### src/rtl/ctrl_sequencer_pkg.sv
// Shared types, opcode constants and ALU-control table for the hardwired control unit.
// CTRL_MULDIV_EN adds the MUL/DIV opcodes and the T6 state.
package ctrl_pkg;

    localparam int OPC_MSB     = 31;
    localparam int RA_MSB      = 26;
    localparam int RB_MSB      = 22;
    localparam int RC_MSB      = 18;
    localparam int REG_FIELD_W = 4;

    localparam logic [4:0] OP_ADD  = 5'b00011;
    localparam logic [4:0] OP_SUB  = 5'b00100;
    localparam logic [4:0] OP_AND  = 5'b00101;
    localparam logic [4:0] OP_OR   = 5'b00110;
    localparam logic [4:0] OP_SHR  = 5'b01000;
    localparam logic [4:0] OP_SHL  = 5'b01001;
    localparam logic [4:0] OP_ROR  = 5'b01010;
    localparam logic [4:0] OP_ROL  = 5'b01011;
    localparam logic [4:0] OP_HALT = 5'b11011;
`ifdef CTRL_MULDIV_EN
    localparam logic [4:0] OP_MUL  = 5'b01111;
    localparam logic [4:0] OP_DIV  = 5'b10000;
`endif

    typedef enum logic [3:0] {
        ST_IDLE,
        ST_T0,
        ST_T1,
        ST_T2,
        ST_T3,
        ST_T4,
        ST_T5,
`ifdef CTRL_MULDIV_EN
        ST_T6,
`endif
        ST_HALT
    } state_t;

    function automatic logic [4:0] op_to_ctl(input logic [4:0] op);
        case (op)
            OP_ADD:  return 5'b00000;
            OP_SUB:  return 5'b00001;
            OP_AND:  return 5'b00010;
            OP_OR:   return 5'b00011;
            OP_SHR:  return 5'b00100;
            OP_SHL:  return 5'b00101;
            OP_ROR:  return 5'b00110;
            OP_ROL:  return 5'b00111;
`ifdef CTRL_MULDIV_EN
            OP_MUL:  return 5'b01000;
            OP_DIV:  return 5'b01001;
`endif
            default: return 5'b00000;
        endcase
    endfunction

    function automatic logic op_is_alu(input logic [4:0] op);
        case (op)
            OP_ADD, OP_SUB, OP_AND, OP_OR,
            OP_SHR, OP_SHL, OP_ROR, OP_ROL: return 1'b1;
`ifdef CTRL_MULDIV_EN
            OP_MUL, OP_DIV:                 return 1'b1;
`endif
            default:                        return 1'b0;
        endcase
    endfunction

`ifdef CTRL_MULDIV_EN
    function automatic logic op_is_muldiv(input logic [4:0] op);
        return (op == OP_MUL) || (op == OP_DIV);
    endfunction
`endif

endpackage

### src/rtl/ctrl_sequencer_if.sv
// Strobe and handshake bundle between the control sequencer and the datapath.
// CTRL_MULDIV_EN adds the ZHI_Out, LO_In and HI_In strobes.
interface ctrl_sequencer_if #(
    parameter int NREGS = 16,
    parameter int CTLW  = 5
);
    logic              Run;
    logic [31:0]       IR;
    logic              Mem_Ready;
    logic              PC_Out;
    logic              ZLO_Out;
    logic              MDR_Out;
    logic              MAR_In;
    logic              PC_In;
    logic              MDR_In;
    logic              IR_In;
    logic              Y_In;
    logic              Z_In;
    logic              IncPC;
    logic              Read;
    logic [NREGS-1:0]  R_In;
    logic [NREGS-1:0]  R_Out;
    logic [CTLW-1:0]   CONTROL;
    logic              Done;
    logic              Illegal;
    logic              Halted;
`ifdef CTRL_MULDIV_EN
    logic              ZHI_Out;
    logic              LO_In;
    logic              HI_In;
`endif

    modport master (
        input  Run, IR, Mem_Ready,
        output PC_Out, ZLO_Out, MDR_Out, MAR_In, PC_In, MDR_In, IR_In, Y_In, Z_In,
               IncPC, Read, R_In, R_Out, CONTROL, Done, Illegal, Halted
`ifdef CTRL_MULDIV_EN
      , output ZHI_Out, LO_In, HI_In
`endif
    );

    modport slave (
        output Run, IR, Mem_Ready,
        input  PC_Out, ZLO_Out, MDR_Out, MAR_In, PC_In, MDR_In, IR_In, Y_In, Z_In,
               IncPC, Read, R_In, R_Out, CONTROL, Done, Illegal, Halted
`ifdef CTRL_MULDIV_EN
      , input  ZHI_Out, LO_In, HI_In
`endif
    );

endinterface

### src/rtl/ctrl_sequencer_reg_select_encode.sv
// Picks Ra/Rb/Rc from the instruction and turns it into one-hot register load/drive buses.
// An index at or beyond NREGS selects no register.
module reg_select_encode
    import ctrl_pkg::*;
#(
    parameter int NREGS = 16
) (
    input  logic [REG_FIELD_W-1:0] ra,
    input  logic [REG_FIELD_W-1:0] rb,
    input  logic [REG_FIELD_W-1:0] rc,
    input  logic                   gra,
    input  logic                   grb,
    input  logic                   grc,
    input  logic                   rin,
    input  logic                   rout,
    output logic [NREGS-1:0]       r_in,
    output logic [NREGS-1:0]       r_out
);

    logic [REG_FIELD_W-1:0] sel;

    always_comb begin
        sel   = '0;
        r_in  = '0;
        r_out = '0;
        if (gra)
            sel = ra;
        else if (grb)
            sel = rb;
        else if (grc)
            sel = rc;
        for (int i = 0; i < NREGS; i++) begin
            if (int'(sel) == i) begin
                r_in[i]  = rin;
                r_out[i] = rout;
            end
        end
    end

endmodule

### src/rtl/ctrl_sequencer.sv
// Hardwired control unit: fetch T0-T2, decode, and T3-T5 execute for register ALU/shift ops.
// CTRL_MULDIV_EN enables MUL/DIV with an extra T6 cycle for the HI half of the result.
module ctrl_sequencer
    import ctrl_pkg::*;
#(
    parameter int NREGS = 16,
    parameter int OPW   = 5,
    parameter int CTLW  = 5
) (
    input  logic             Clock,
    input  logic             Clear,
    ctrl_sequencer_if.master bus
);

    state_t                 state;
    state_t                 state_next;
    logic                   stall_q;
    logic                   done_q;
    logic                   done_set;
    logic [CTLW-1:0]        ctl_q;
    logic [CTLW-1:0]        ctl_now;
    logic [OPW-1:0]         opcode;
    logic [REG_FIELD_W-1:0] ra;
    logic [REG_FIELD_W-1:0] rb;
    logic [REG_FIELD_W-1:0] rc;
    logic                   is_halt;
    logic                   is_alu;
    logic                   muldiv;
    logic                   gra;
    logic                   grb;
    logic                   grc;
    logic                   rin;
    logic                   rout;
    logic                   unused_ir_bits;

    assign opcode         = bus.IR[OPC_MSB -: OPW];
    assign ra             = bus.IR[RA_MSB -: REG_FIELD_W];
    assign rb             = bus.IR[RB_MSB -: REG_FIELD_W];
    assign rc             = bus.IR[RC_MSB -: REG_FIELD_W];
    assign unused_ir_bits = ^bus.IR[RC_MSB-REG_FIELD_W:0];
    assign is_halt        = (5'(opcode) == OP_HALT);
    assign is_alu         = op_is_alu(5'(opcode));
    assign ctl_now        = CTLW'(op_to_ctl(5'(opcode)));
`ifdef CTRL_MULDIV_EN
    assign muldiv         = op_is_muldiv(5'(opcode));
`else
    assign muldiv         = 1'b0;
`endif

    // stall_q marks T1 cycles after the first, so PC_In/ZLO_Out fire only once per fetch
    always_ff @(posedge Clock) begin
        if (Clear) begin
            state   <= ST_IDLE;
            stall_q <= 1'b0;
            done_q  <= 1'b0;
            ctl_q   <= '0;
        end else begin
            state   <= state_next;
            stall_q <= (state == ST_T1) && !bus.Mem_Ready;
            done_q  <= done_set;
            if (state == ST_T4)
                ctl_q <= ctl_now;
        end
    end

    always_comb begin
        state_next  = state;
        done_set    = 1'b0;
        gra         = 1'b0;
        grb         = 1'b0;
        grc         = 1'b0;
        rin         = 1'b0;
        rout        = 1'b0;
        bus.PC_Out  = 1'b0;
        bus.ZLO_Out = 1'b0;
        bus.MDR_Out = 1'b0;
        bus.MAR_In  = 1'b0;
        bus.PC_In   = 1'b0;
        bus.MDR_In  = 1'b0;
        bus.IR_In   = 1'b0;
        bus.Y_In    = 1'b0;
        bus.Z_In    = 1'b0;
        bus.IncPC   = 1'b0;
        bus.Read    = 1'b0;
        bus.Illegal = 1'b0;
`ifdef CTRL_MULDIV_EN
        bus.ZHI_Out = 1'b0;
        bus.LO_In   = 1'b0;
        bus.HI_In   = 1'b0;
`endif
        case (state)
            ST_IDLE: begin
                if (bus.Run)
                    state_next = ST_T0;
            end
            ST_T0: begin
                bus.PC_Out = 1'b1;
                bus.MAR_In = 1'b1;
                bus.IncPC  = 1'b1;
                bus.Z_In   = 1'b1;
                state_next = ST_T1;
            end
            ST_T1: begin
                bus.Read    = 1'b1;
                bus.MDR_In  = 1'b1;
                bus.ZLO_Out = !stall_q;
                bus.PC_In   = !stall_q;
                if (bus.Mem_Ready)
                    state_next = ST_T2;
            end
            ST_T2: begin
                bus.MDR_Out = 1'b1;
                bus.IR_In   = 1'b1;
                state_next  = ST_T3;
            end
            ST_T3: begin
                if (is_halt) begin
                    state_next = ST_HALT;
                end else if (!is_alu) begin
                    bus.Illegal = 1'b1;
                    state_next  = bus.Run ? ST_T0 : ST_IDLE;
                end else begin
                    rout       = 1'b1;
                    gra        = muldiv;
                    grb        = !muldiv;
                    bus.Y_In   = 1'b1;
                    state_next = ST_T4;
                end
            end
            ST_T4: begin
                rout       = 1'b1;
                grb        = muldiv;
                grc        = !muldiv;
                bus.Z_In   = 1'b1;
                state_next = ST_T5;
            end
            ST_T5: begin
                bus.ZLO_Out = 1'b1;
`ifdef CTRL_MULDIV_EN
                if (muldiv) begin
                    bus.LO_In  = 1'b1;
                    state_next = ST_T6;
                end else
`endif
                begin
                    rin        = 1'b1;
                    gra        = 1'b1;
                    done_set   = 1'b1;
                    state_next = bus.Run ? ST_T0 : ST_IDLE;
                end
            end
`ifdef CTRL_MULDIV_EN
            ST_T6: begin
                bus.ZHI_Out = 1'b1;
                bus.HI_In   = 1'b1;
                done_set    = 1'b1;
                state_next  = bus.Run ? ST_T0 : ST_IDLE;
            end
`endif
            ST_HALT: begin
                state_next = ST_HALT;
            end
            default: begin
                state_next = ST_IDLE;
            end
        endcase
    end

    // CONTROL is live only in T4; elsewhere it keeps the last decoded value
    assign bus.CONTROL = (state == ST_T4) ? ctl_now : ctl_q;
    assign bus.Done    = done_q;
    assign bus.Halted  = (state == ST_HALT) || ((state == ST_T3) && is_halt);

    reg_select_encode #(
        .NREGS (NREGS)
    ) u_reg_select (
        .ra    (ra),
        .rb    (rb),
        .rc    (rc),
        .gra   (gra),
        .grb   (grb),
        .grc   (grc),
        .rin   (rin),
        .rout  (rout),
        .r_in  (bus.R_In),
        .r_out (bus.R_Out)
    );

endmodule

### src/flat_wrapper.sv
// flat-port wrapper written by rule: the top's interface ports become plain ports
module ctrl_sequencer_flat import ctrl_pkg::*;
#(
    parameter int NREGS = 16,
    parameter int OPW   = 5,
    parameter int CTLW  = 5
)
  (Clock, Clear, bus_Run, bus_IR, bus_Mem_Ready, bus_PC_Out, bus_ZLO_Out, bus_MDR_Out, bus_MAR_In, bus_PC_In, bus_MDR_In, bus_IR_In, bus_Y_In, bus_Z_In, bus_IncPC, bus_Read, bus_R_In, bus_R_Out, bus_CONTROL, bus_Done, bus_Illegal, bus_Halted);
  ctrl_sequencer_if #(.NREGS(NREGS), .CTLW(CTLW)) bus_i ();
  input  logic Clock;
  input  logic Clear;
  input wire logic [$bits(bus_i.Run)-1:0] bus_Run;
  input wire logic [$bits(bus_i.IR)-1:0] bus_IR;
  input wire logic [$bits(bus_i.Mem_Ready)-1:0] bus_Mem_Ready;
  output wire logic [$bits(bus_i.PC_Out)-1:0] bus_PC_Out;
  output wire logic [$bits(bus_i.ZLO_Out)-1:0] bus_ZLO_Out;
  output wire logic [$bits(bus_i.MDR_Out)-1:0] bus_MDR_Out;
  output wire logic [$bits(bus_i.MAR_In)-1:0] bus_MAR_In;
  output wire logic [$bits(bus_i.PC_In)-1:0] bus_PC_In;
  output wire logic [$bits(bus_i.MDR_In)-1:0] bus_MDR_In;
  output wire logic [$bits(bus_i.IR_In)-1:0] bus_IR_In;
  output wire logic [$bits(bus_i.Y_In)-1:0] bus_Y_In;
  output wire logic [$bits(bus_i.Z_In)-1:0] bus_Z_In;
  output wire logic [$bits(bus_i.IncPC)-1:0] bus_IncPC;
  output wire logic [$bits(bus_i.Read)-1:0] bus_Read;
  output wire logic [$bits(bus_i.R_In)-1:0] bus_R_In;
  output wire logic [$bits(bus_i.R_Out)-1:0] bus_R_Out;
  output wire logic [$bits(bus_i.CONTROL)-1:0] bus_CONTROL;
  output wire logic [$bits(bus_i.Done)-1:0] bus_Done;
  output wire logic [$bits(bus_i.Illegal)-1:0] bus_Illegal;
  output wire logic [$bits(bus_i.Halted)-1:0] bus_Halted;
  assign bus_i.Run = bus_Run;
  assign bus_i.IR = bus_IR;
  assign bus_i.Mem_Ready = bus_Mem_Ready;
  assign bus_PC_Out = bus_i.PC_Out;
  assign bus_ZLO_Out = bus_i.ZLO_Out;
  assign bus_MDR_Out = bus_i.MDR_Out;
  assign bus_MAR_In = bus_i.MAR_In;
  assign bus_PC_In = bus_i.PC_In;
  assign bus_MDR_In = bus_i.MDR_In;
  assign bus_IR_In = bus_i.IR_In;
  assign bus_Y_In = bus_i.Y_In;
  assign bus_Z_In = bus_i.Z_In;
  assign bus_IncPC = bus_i.IncPC;
  assign bus_Read = bus_i.Read;
  assign bus_R_In = bus_i.R_In;
  assign bus_R_Out = bus_i.R_Out;
  assign bus_CONTROL = bus_i.CONTROL;
  assign bus_Done = bus_i.Done;
  assign bus_Illegal = bus_i.Illegal;
  assign bus_Halted = bus_i.Halted;
  ctrl_sequencer #(.NREGS(NREGS), .OPW(OPW), .CTLW(CTLW)) u_core (.Clock(Clock), .Clear(Clear), .bus(bus_i));
endmodule
### config.mk
export PLATFORM = sky130hd
export DESIGN_NAME = ctrl_sequencer_flat
export DESIGN_NICKNAME = d
export VERILOG_FILES = /design/src/rtl/ctrl_sequencer_pkg.sv /design/src/rtl/ctrl_sequencer_if.sv /design/src/rtl/ctrl_sequencer_reg_select_encode.sv /design/src/rtl/ctrl_sequencer.sv /design/src/flat_wrapper.sv
export SDC_FILE = /design/constraint.sdc
export NUM_CORES = 1
export LEC_CHECK = 0
export ABC_AREA = 0
export BUFFER_PORTS_ARGS = -buffer_cell sky130_fd_sc_hd__buf_2
export CAP_MARGIN = 25
export CORE_ASPECT_RATIO = 1.1
export CORE_UTILIZATION = 43
export DETAILED_ROUTE_END_ITERATION = 8
export PLACE_DENSITY = 0.9
export SETUP_SLACK_MARGIN = 0.15
export SYNTH_ARGS = -nofsm -noshare
export SYNTH_HDL_FRONTEND = slang
export SYNTH_SLANG_ARGS = --single-unit
### constraint.sdc
create_clock -name Clock -period 4.5 [get_ports Clock]
set_input_delay 0.675 -clock Clock [delete_from_list [all_inputs] [get_ports Clock]]
set_output_delay 0.675 -clock Clock [all_outputs]
set_load 0.005 [all_outputs]
* Yosys cells after proc, flatten, opt, wreduce, memory -nomap -nowiden
Memory sizes are Yosys's and may differ from the RTL's.
Cells that the tools add are included.
** Storage, ports and cells
- Register bits after elaboration :: 11
- ROM bits :: 64
- Input port bits :: 36
- Output and inout port bits :: 51
- Logic and storage cells :: 99
- Memories kept :: 2
** Memory list
- (no name shown) :: words 16, width 3, rd ports 1, clocked after Yosys merged registers in 0, wr ports 0, line ctrl_sequencer_pkg.sv:40 : case (op)
- (no name shown) :: words 16, width 1, rd ports 1, clocked after Yosys merged registers in 0, wr ports 0, line ctrl_sequencer_pkg.sv:58 : case (op)
** Operators by class
- Eq/ne operators :: 25
- Muxes and demuxes :: 59
- Reduce and logical (&&, ||, !) cells :: 9
** Operator list (number)
- 1-bit 2-to-1 mux :: 47
- 4-bit by 3-bit equality test with 1-bit output, second input constant :: 8
- 4-bit equality test, second input constant :: 8
- 4-bit case mux with 8 select lines :: 1
- 4-bit 2-to-1 mux :: 7
- 4-bit by 2-bit equality test with 1-bit output, second input constant :: 4
- 5-bit 2-to-1 mux :: 2
- 4-bit by 1-bit equality test with 1-bit output, second input constant :: 2
- 4-bit zero test :: 2
- 5-bit equality test, second input constant :: 1
- 2-bit != test, second input constant :: 2
- 1-bit case mux with 2 select lines :: 2
- 1-bit logical AND :: 2
- 1-bit zero test :: 2
- 2-bit AND reduction :: 1
- 2-bit OR reduction :: 1
- 1-bit logical OR :: 1

* Longest topological paths before layout
Gate-level depths: netlist (run 1).
An unclocked memory read counts as a cell.
- Depth after elaboration :: 9
- Mapped depth :: 7
- Depth with buffers taken out :: 6

* Hierarchy
A second synthesis (run 1) with hierarchy kept.
** Second synthesis, totals
- Cell total of the unflattened synthesis :: 164
- Area, all modules :: 1392.6 um2
** Modules (own cells, without submodules)
- reg_select_encode :: instances 1, cells an instance 80, area an instance 719.4 um2, sequential area each 0.0 um2
- ctrl_sequencer :: instances 1, cells an instance 84, area an instance 673.1 um2, sequential area each 200.2 um2

* Least setup slack after synthesis (run 1)
Ideal clock, no wire load.
- Path type :: input port to output port
- From :: in bus_IR[27]
- To :: out bus_R_In[12]
- Data arrival time :: 2098 ps
- Data required time :: 3825 ps
- Setup slack :: 1727 ps
- Cell stages on the path :: 6
- Buffers on the path :: 1
- Cell sequence :: ha_1 -> or3b_4 -> a21oi_4 -> a31oi_4 -> buf_6 -> nor4_1
** On the way
- Longest elaborated chain between the ends :: 9
- Elaborated cells between the ends (all ways) :: 10
- Classes of those cells :: eq/ne (2); mux (7); memory (1)
** Ends and longest elaborated chain
- start: declaration :: line flat_wrapper.sv:13 : input wire logic [$bits(bus_i.IR)-1:0] bus_IR;
- memory read 16 x 1 bit
- 1-bit 2-to-1 mux :: line ctrl_sequencer_pkg.sv:58
- 1-bit 2-to-1 mux :: line ctrl_sequencer.sv:119 : end else if (!is_alu) begin
- 1-bit 2-to-1 mux * :: line ctrl_sequencer.sv:117 : if (is_halt) begin
- 1-bit 2-to-1 mux * :: line ctrl_sequencer.sv:91 : case (state)
- 4-bit 2-to-1 mux * :: line ctrl_sequencer_reg_select_encode.sv:28 : else if (grb)
- 4-bit 2-to-1 mux * :: line ctrl_sequencer_reg_select_encode.sv:26 : if (gra)
- 4-bit by 3-bit equality test with 1-bit output * :: line ctrl_sequencer_reg_select_encode.sv:33 : if (int'(sel) == i) begin
- 1-bit 2-to-1 mux * :: line ctrl_sequencer_reg_select_encode.sv:33
- end: declaration :: line flat_wrapper.sv:26 : output wire logic [$bits(bus_i.R_In)-1:0] bus_R_In;
Every way passes the cells marked *; elsewhere a longest branch is shown, timed or not.

* Final worst setup path (run 1)
- From :: in bus_IR[27]
- To :: out bus_R_Out[8]
** On the way
- Longest elaborated chain between the ends :: 9
- Elaborated cells between the ends (all ways) :: 11
- Classes of those cells :: eq/ne (2); mux (8); memory (1)
** Ends and longest elaborated chain
- memory read 16 x 1 bit
- 1-bit 2-to-1 mux :: line ctrl_sequencer_pkg.sv:58
- 1-bit 2-to-1 mux :: line ctrl_sequencer.sv:119
- 1-bit 2-to-1 mux * :: line ctrl_sequencer.sv:117
- 1-bit 2-to-1 mux :: line ctrl_sequencer.sv:91
- 4-bit 2-to-1 mux :: line ctrl_sequencer_reg_select_encode.sv:28
- 4-bit 2-to-1 mux :: line ctrl_sequencer_reg_select_encode.sv:26
- 4-bit equality test :: line ctrl_sequencer_reg_select_encode.sv:33
- 1-bit 2-to-1 mux * :: line ctrl_sequencer_reg_select_encode.sv:33
- end: declaration :: line flat_wrapper.sv:27 : output wire logic [$bits(bus_i.R_Out)-1:0] bus_R_Out;
Marks and branches as above.

==> flow_summary.toml, run 1 <==
[outcome]
status = "finished, final reports clean"

[critical_path]
cpMaxStageDelayCell = "or3b_4"
crit_family = "simple AND/OR/NAND/NOR gates"
path_buf_inv = 2
cp-start-kind = "input port"
crit_type = "in2out"
crit_chain = "buf_2 > ha_1 > or3b_4 > a21oi_4 > a31oi_1 > nor4_1 > buf_2"
cp.arrival_ps = 2530
crit_top_cell = "buf_2"
crit_required_ps = 3830
slowest_delay_ps = 390
worst_setup_path_end_kind = "output pin"
crit_path_max_fanout = 10

[logic_synthesis]
synth_area_leaders = "dfxtp_1 (18%), nor4_1 (10%), nor3_1 (8.8%)"
avgSynthCellArea_um2 = 7.51
synth.yosys.seq_area_share_pct = 17.7
synth_top_area_cell = "dfxtp_1"
syn_area_um2 = 1130
synthCells = 151
ys_seq_elements = 10
ys_types = 48
synth_top_cell_area_share_pct = 17.7
ys_async_sr_fraction_pct = 0
synth_edf_count = 0
yosys_most_used_dff = "dfxtp_1"
yosys-top-cells-count = "nor3_1 (20), nor4_1 (19), dfxtp_1 (10)"
yosys_warnings = 0
yosysMostFrequentCell = "nor3_1"
synth_fp_nets = 191

[timing]
hold_violations = 0
hold-worst-slack_ps = 478
rsz0062_at_grt = "no"
fin_skew_ps = 5.97
slew-limit-headroom_pct = 49.9
worst_pin_slew_ps = 751
slew_violations = 0
finalSetupViolCount = 0
setup_tns_ps = 0
fin_crit_ps = 3210
timing.final.crit_share_pct = 71.3
fmaxAchievable_ghz = 0.312

[route]
wl_per_cell_um = 13.0
met1_length_um = 1340
drc_errors = 0
drt-total-wl_um = 3130
wl_met3_um = 242
drt_iter0_drc = 22
ant_nets = 0
via_count = 1381
firstDrtPassIters = 6
via_per_inst = 5.73
met2RoutedLength_um = 1540
maxUsedRoutingLayer = "met4"

[power_and_ir_drop]
p_leak_nw = 0.696
p_per_area_nw_per_um2 = 159
peakVddDrop_mv = 0.217

[final_layout]
drive_gt1_share_pct = 40.5
insertedDiodeCount = 0
area_growth_pct = 29.1
finalNetCount = 252

[grt]
grt_max_degree = 26
grt_pass1_wl_um = 4890
grt_pass1_vias = 1147
grt.total_usage_pct = 21.1
grt-ovfl-total = 0
antenna_found_initial = 0

[cts]
clock_latency_ps = 260
cts_tree = "built"
cts_made_buffers = 3
cts_hold_buffers = 0
cts-root-buf = "clkbuf_4"
max-clock-path-buffers = 2
clkSlewWorstSetupHoldPaths_ps = 70
cts_max_level = 1
cts_resized = 0
cts_setup_buffers = 0
cts.sinks = 10

[floorplan]
ios = 87
num_rows = 19
die_w_um = 51.0
placeableCoreArea_um2 = 2500
start_util_pct = 45.4
die_area_um2 = 2850
chipHeight_um = 55.9

[placed_design]
dpl.hpwl_um = 2420
gp_routability_congestion = 0.824
port_buffers = 71

[min_path]
min_path_type = "reg2reg"

[run]
drv_cap = 0
power breakdown:
part	switching [mW]	internal, mW	total, mW
registers	0.0139	0.0915	0.105
logic	0.0348	0.0332	0.0680
clock network	0.0291	0.0308	0.0599
final timing paths:
kind	start	cells past startpoint	slack, ps	endpoint
min reg2reg	u_core.ctl_q[1]	2	480	u_core.ctl_q[1]
min	u_core.ctl_q[1]	2	480	u_core.ctl_q[1]
max reg2reg	u_core.state[0]	4	2540	u_core.ctl_q[0]
max	bus_IR[27]	7	1290	bus_R_Out[8]
worst register-to-register path: stages, from the launching register on:
cell and delay [ps]:
dfxtp_1 740, nand3b_2 240, nor4b_1 550, a221o_1 250
nor2b_1 120
logic make-up after synthesis:
logic type               count (synthesis)  share of synthesized area, %
AO/OA/AOI/OAI                           31                          21.1
adder cells (fa/ha/maj)                  4                          4.42
buffers and inverters                   19                          8.94
flip-flops                              10                          17.7
multiplexers                             1                         0.883
AND/OR/NAND/NOR                         86                          47.0
metal layers:
layer,global-route usage (%),vias up
met5,0,-
met4,2.78,0
met3,3.55,2
met2,39.1,64
met1,25.2,617
li1,-,698
registers in the layout, indices dropped and copies added (netlist names):
register	cells
u_core.ctl_q	5
u_core.state	3
u_core.stall_q	1
u_core.bus.Done	1
cells in the final DEF, fill, tap and decap left out, types with 2 or more instances in the layout:
master / Yosys / layout
nand3b_1: 6 / 6
and3_1: 2 / 2
dfxtp_1: 10 / 10
clkbuf_4: 0 / 3
and3b_1: 2 / 2
nor2b_1: 5 / 5
and2_1: 2 / 2
inv_1: 4 / 4
buf_2: 6 / 71
nor3_1: 20 / 20
a31o_2: 2 / 2
nand2b_1: 3 / 3
nand4bb_1: 3 / 3
a31oi_1: 4 / 4
ha_1: 4 / 4
nand2_1: 7 / 7
nor2_1: 7 / 7
o21bai_1: 2 / 2
o21ai_0: 2 / 2
a21oi_1: 8 / 8
nor4_1: 19 / 19
area by class of cell:
class	count	area, µm²
clock buffer	3	22.5
timing repair buffer	71	355
multi-input combinational	122	832
fill	262	1030
sequential	10	200
tap	31	38.8
inverter	4	15.0
stage by stage:
stage          cell area (µm²)  utilization (%)  worst slack [ps]  total power [mW]  instances
2_1_floorplan             1130                -              1730             0.153        151
4_1_cts                   1460             58.6              1350             0.232        241
5_1_grt                   1460             58.6              1150             0.244        241
3_5_place_dp              1440             57.7              1350             0.174        238
6_report                  1460             58.6              1290             0.233        241
3_3_place_gp              1440             57.7              1360             0.172        238
Note: power is estimated with default switching activity, not from simulation.
==> run 2: changes to the inputs <==
- CORE_UTILIZATION: 43 -> 36
- PLACE_DENSITY: 0.9 -> 0.81
- clock period: 4.5 -> 2.7 ns (I/O delays scaled with it)
==> run 2 against run 1 <==
  * The flow now finishes with violations (DRC)
  * First-iteration DRC count rose to 5.0 times the previous value
  * Setup slack got worse by 1100 ps
  * Sequential cell count is the same
  * Via count is 3.0% higher
  * Non-clock buffer count grew 7
  * Critical endpoint is now bus_R_Out[12]
  * Largest cell class unchanged
  * Largest power group unchanged
==> flow_summary.toml, run 2 (synthesized netlist as in run 1, its figures left out) <==
[placed_design]
dpl.hpwl_um = 2420
dp_cells = 245
port_buffers = 71
gp_routability_congestion = 0.847

[final_layout]
multi_input_area_um2 = 972
ff_latch_area_um2 = 206
final_cell_mix = "buf_2 (69), nor3_1 (20), nor4_1 (10)"
final.fill_count = 294
drive_gt1_share_pct = 52.1
fin_cells = 253
top_regs = "u_core.ctl_q (5), u_core.state (3)"
insertedDiodeCount = 0
area_growth_pct = 50.0
final_common_cell = "buf_2"
finalNetCount = 260
largest_register_ffs = 5
regMostFlops = "u_core.ctl_q"

[floorplan]
ios = 87
die_area_um2 = 3380
num_rows = 21
chipHeight_um = 60.9
start_util_pct = 37.5
placeableCoreArea_um2 = 3020
die_w_um = 55.5

[critical_path]
crit_chain = "buf_6 > ha_4 > or3b_4 > a21oi_4 > buf_6 > a31oi_4 > nor4_2 > buf_2"
crit_path_max_fanout = 8
cp.arrival_ps = 2110
slowest_delay_ps = 410
crit_type = "in2out"
path_buf_inv = 3
crit_top_cell = "buf_6"
cp-start-kind = "input port"
cpMaxStageDelayCell = "or3b_4"
crit_required_ps = 2300
crit_family = "simple AND/OR/NAND/NOR gates"
worst_setup_path_end_kind = "output pin"

[grt]
grt-ovfl-total = 0
grt.total_usage_pct = 19.6
antenna_found_initial = 0
grt_pass1_vias = 1171
grt_pass1_wl_um = 5450
grt_max_degree = 22

[power_and_ir_drop]
netSwitchingPower_mw = 0.147
p_leak_nw = 0.760
pwr-share-seq_pct = 38.2
peakVddDrop_mv = 0.326
p_comb_share_pct = 31.7
p_int_mw = 0.306
p_per_area_nw_per_um2 = 267
swShare_pct = 32.5
pwr-share-clk_pct = 30.1

[cts]
clock_latency_ps = 260
cts.sinks = 10
clkSlewWorstSetupHoldPaths_ps = 70
cts-root-buf = "clkbuf_4"
cts_max_level = 1
cts_hold_buffers = 0
cts_tree = "built"
max-clock-path-buffers = 2
cts_made_buffers = 3

[route]
via_count = 1423
via_per_inst = 5.62
drt_iter0_drc = 111
firstDrtPassIters = 6
drc_errors = 2
drt-total-wl_um = 3370
ant_nets = 0
wl_per_cell_um = 13.3

[timing]
rsz0062_at_grt = "yes"
setup_tns_ps = 0
finalSetupViolCount = 0
fmaxAchievable_ghz = 0.397
slew_violations = 0
slew-limit-headroom_pct = 61.6
hold_violations = 0
fin_crit_ps = 2520
worst_pin_slew_ps = 573
timing.final.crit_share_pct = 93.3
fin_skew_ps = 3.80

[run]
drv_cap = 0

[outcome]
violations = "DRC"
status = "complete, but fails checks"

[min_path]
min_path_type = "in2reg"
## run 2: cell count changes in the layout (fill, tap and decap cells not counted), sizes merged
cell	change
a31oi	+1
buf	+7
clkbuf	+1
## run 2: metal layers
layer  up-vias  GRT usage (%)  share of wire [%]
met2        66           34.8                 50
met5         -              0                  0
met1       641           24.9                 42
li1        716              -                  -
met3         0           4.48                8.0
met4         0           3.21                  0
## run 2: power groups by stage
stage,sequential [mW],combinational [mW],clock [mW]
2_1_floorplan,0.159,0.0958,0
3_3_place_gp,0.174,0.122,0
3_5_place_dp,0.175,0.125,0
4_1_cts,0.171,0.131,0.140
5_1_grt,0.175,0.162,0.149
6_report,0.173,0.144,0.137
## run 2: layout make-up
cell class	count	share of cell area, %
sequential	10	12.1
inverter	4	0.883
timing repair buffer	78	25.2
clock buffer	4	2.13
tap	34	2.50
multi-input combinational	123	57.2
## run 2: what timing repair did
item                       4_1_cts  5_1_grt
setup endpoints to repair       19       34
gates resized for setup          8       23
pin swaps                        4        7
gates cloned                     1        0
setup buffers                    1        2
## run 2: path summary, 6_finish.rpt
kind	from	to	slack [ps]	cells after the start
worst max-delay path	bus_IR[28]	bus_R_Out[12]	180	8
worst min-delay path	bus_Mem_Ready	u_core.stall_q	330	2
worst max register to register	u_core.state[1]	u_core.ctl_q[1]	880	4
worst min register to register	u_core.ctl_q[1]	u_core.ctl_q[1]	510	2
## run 2: per-stage QoR
step | worst slack, ps | total power [mW] | instance area [µm²] | hold WS, ps | utilization [%]
floorplan | 467 | 0.255 | 1130 | 453 | -
global placement | 119 | 0.296 | 1480 | 468 | 48.8
detailed placement | 98.3 | 0.300 | 1480 | 490 | 48.8
CTS | 132 | 0.443 | 1570 | 322 | 52.0
global route | 99.9 | 0.486 | 1700 | 341 | 56.3
finish | 180 | 0.453 | 1700 | 335 | 56.3
## run 2: worst reg2reg max path: cells and delay by family (launching register included)
kind / cells / cell delay (ps)
and+or+nand+nor: 2 / 960
AOI/OAI and AO/OA: 1 / 220
buffers and inverters: 1 / 190
DFF: 1 / 390
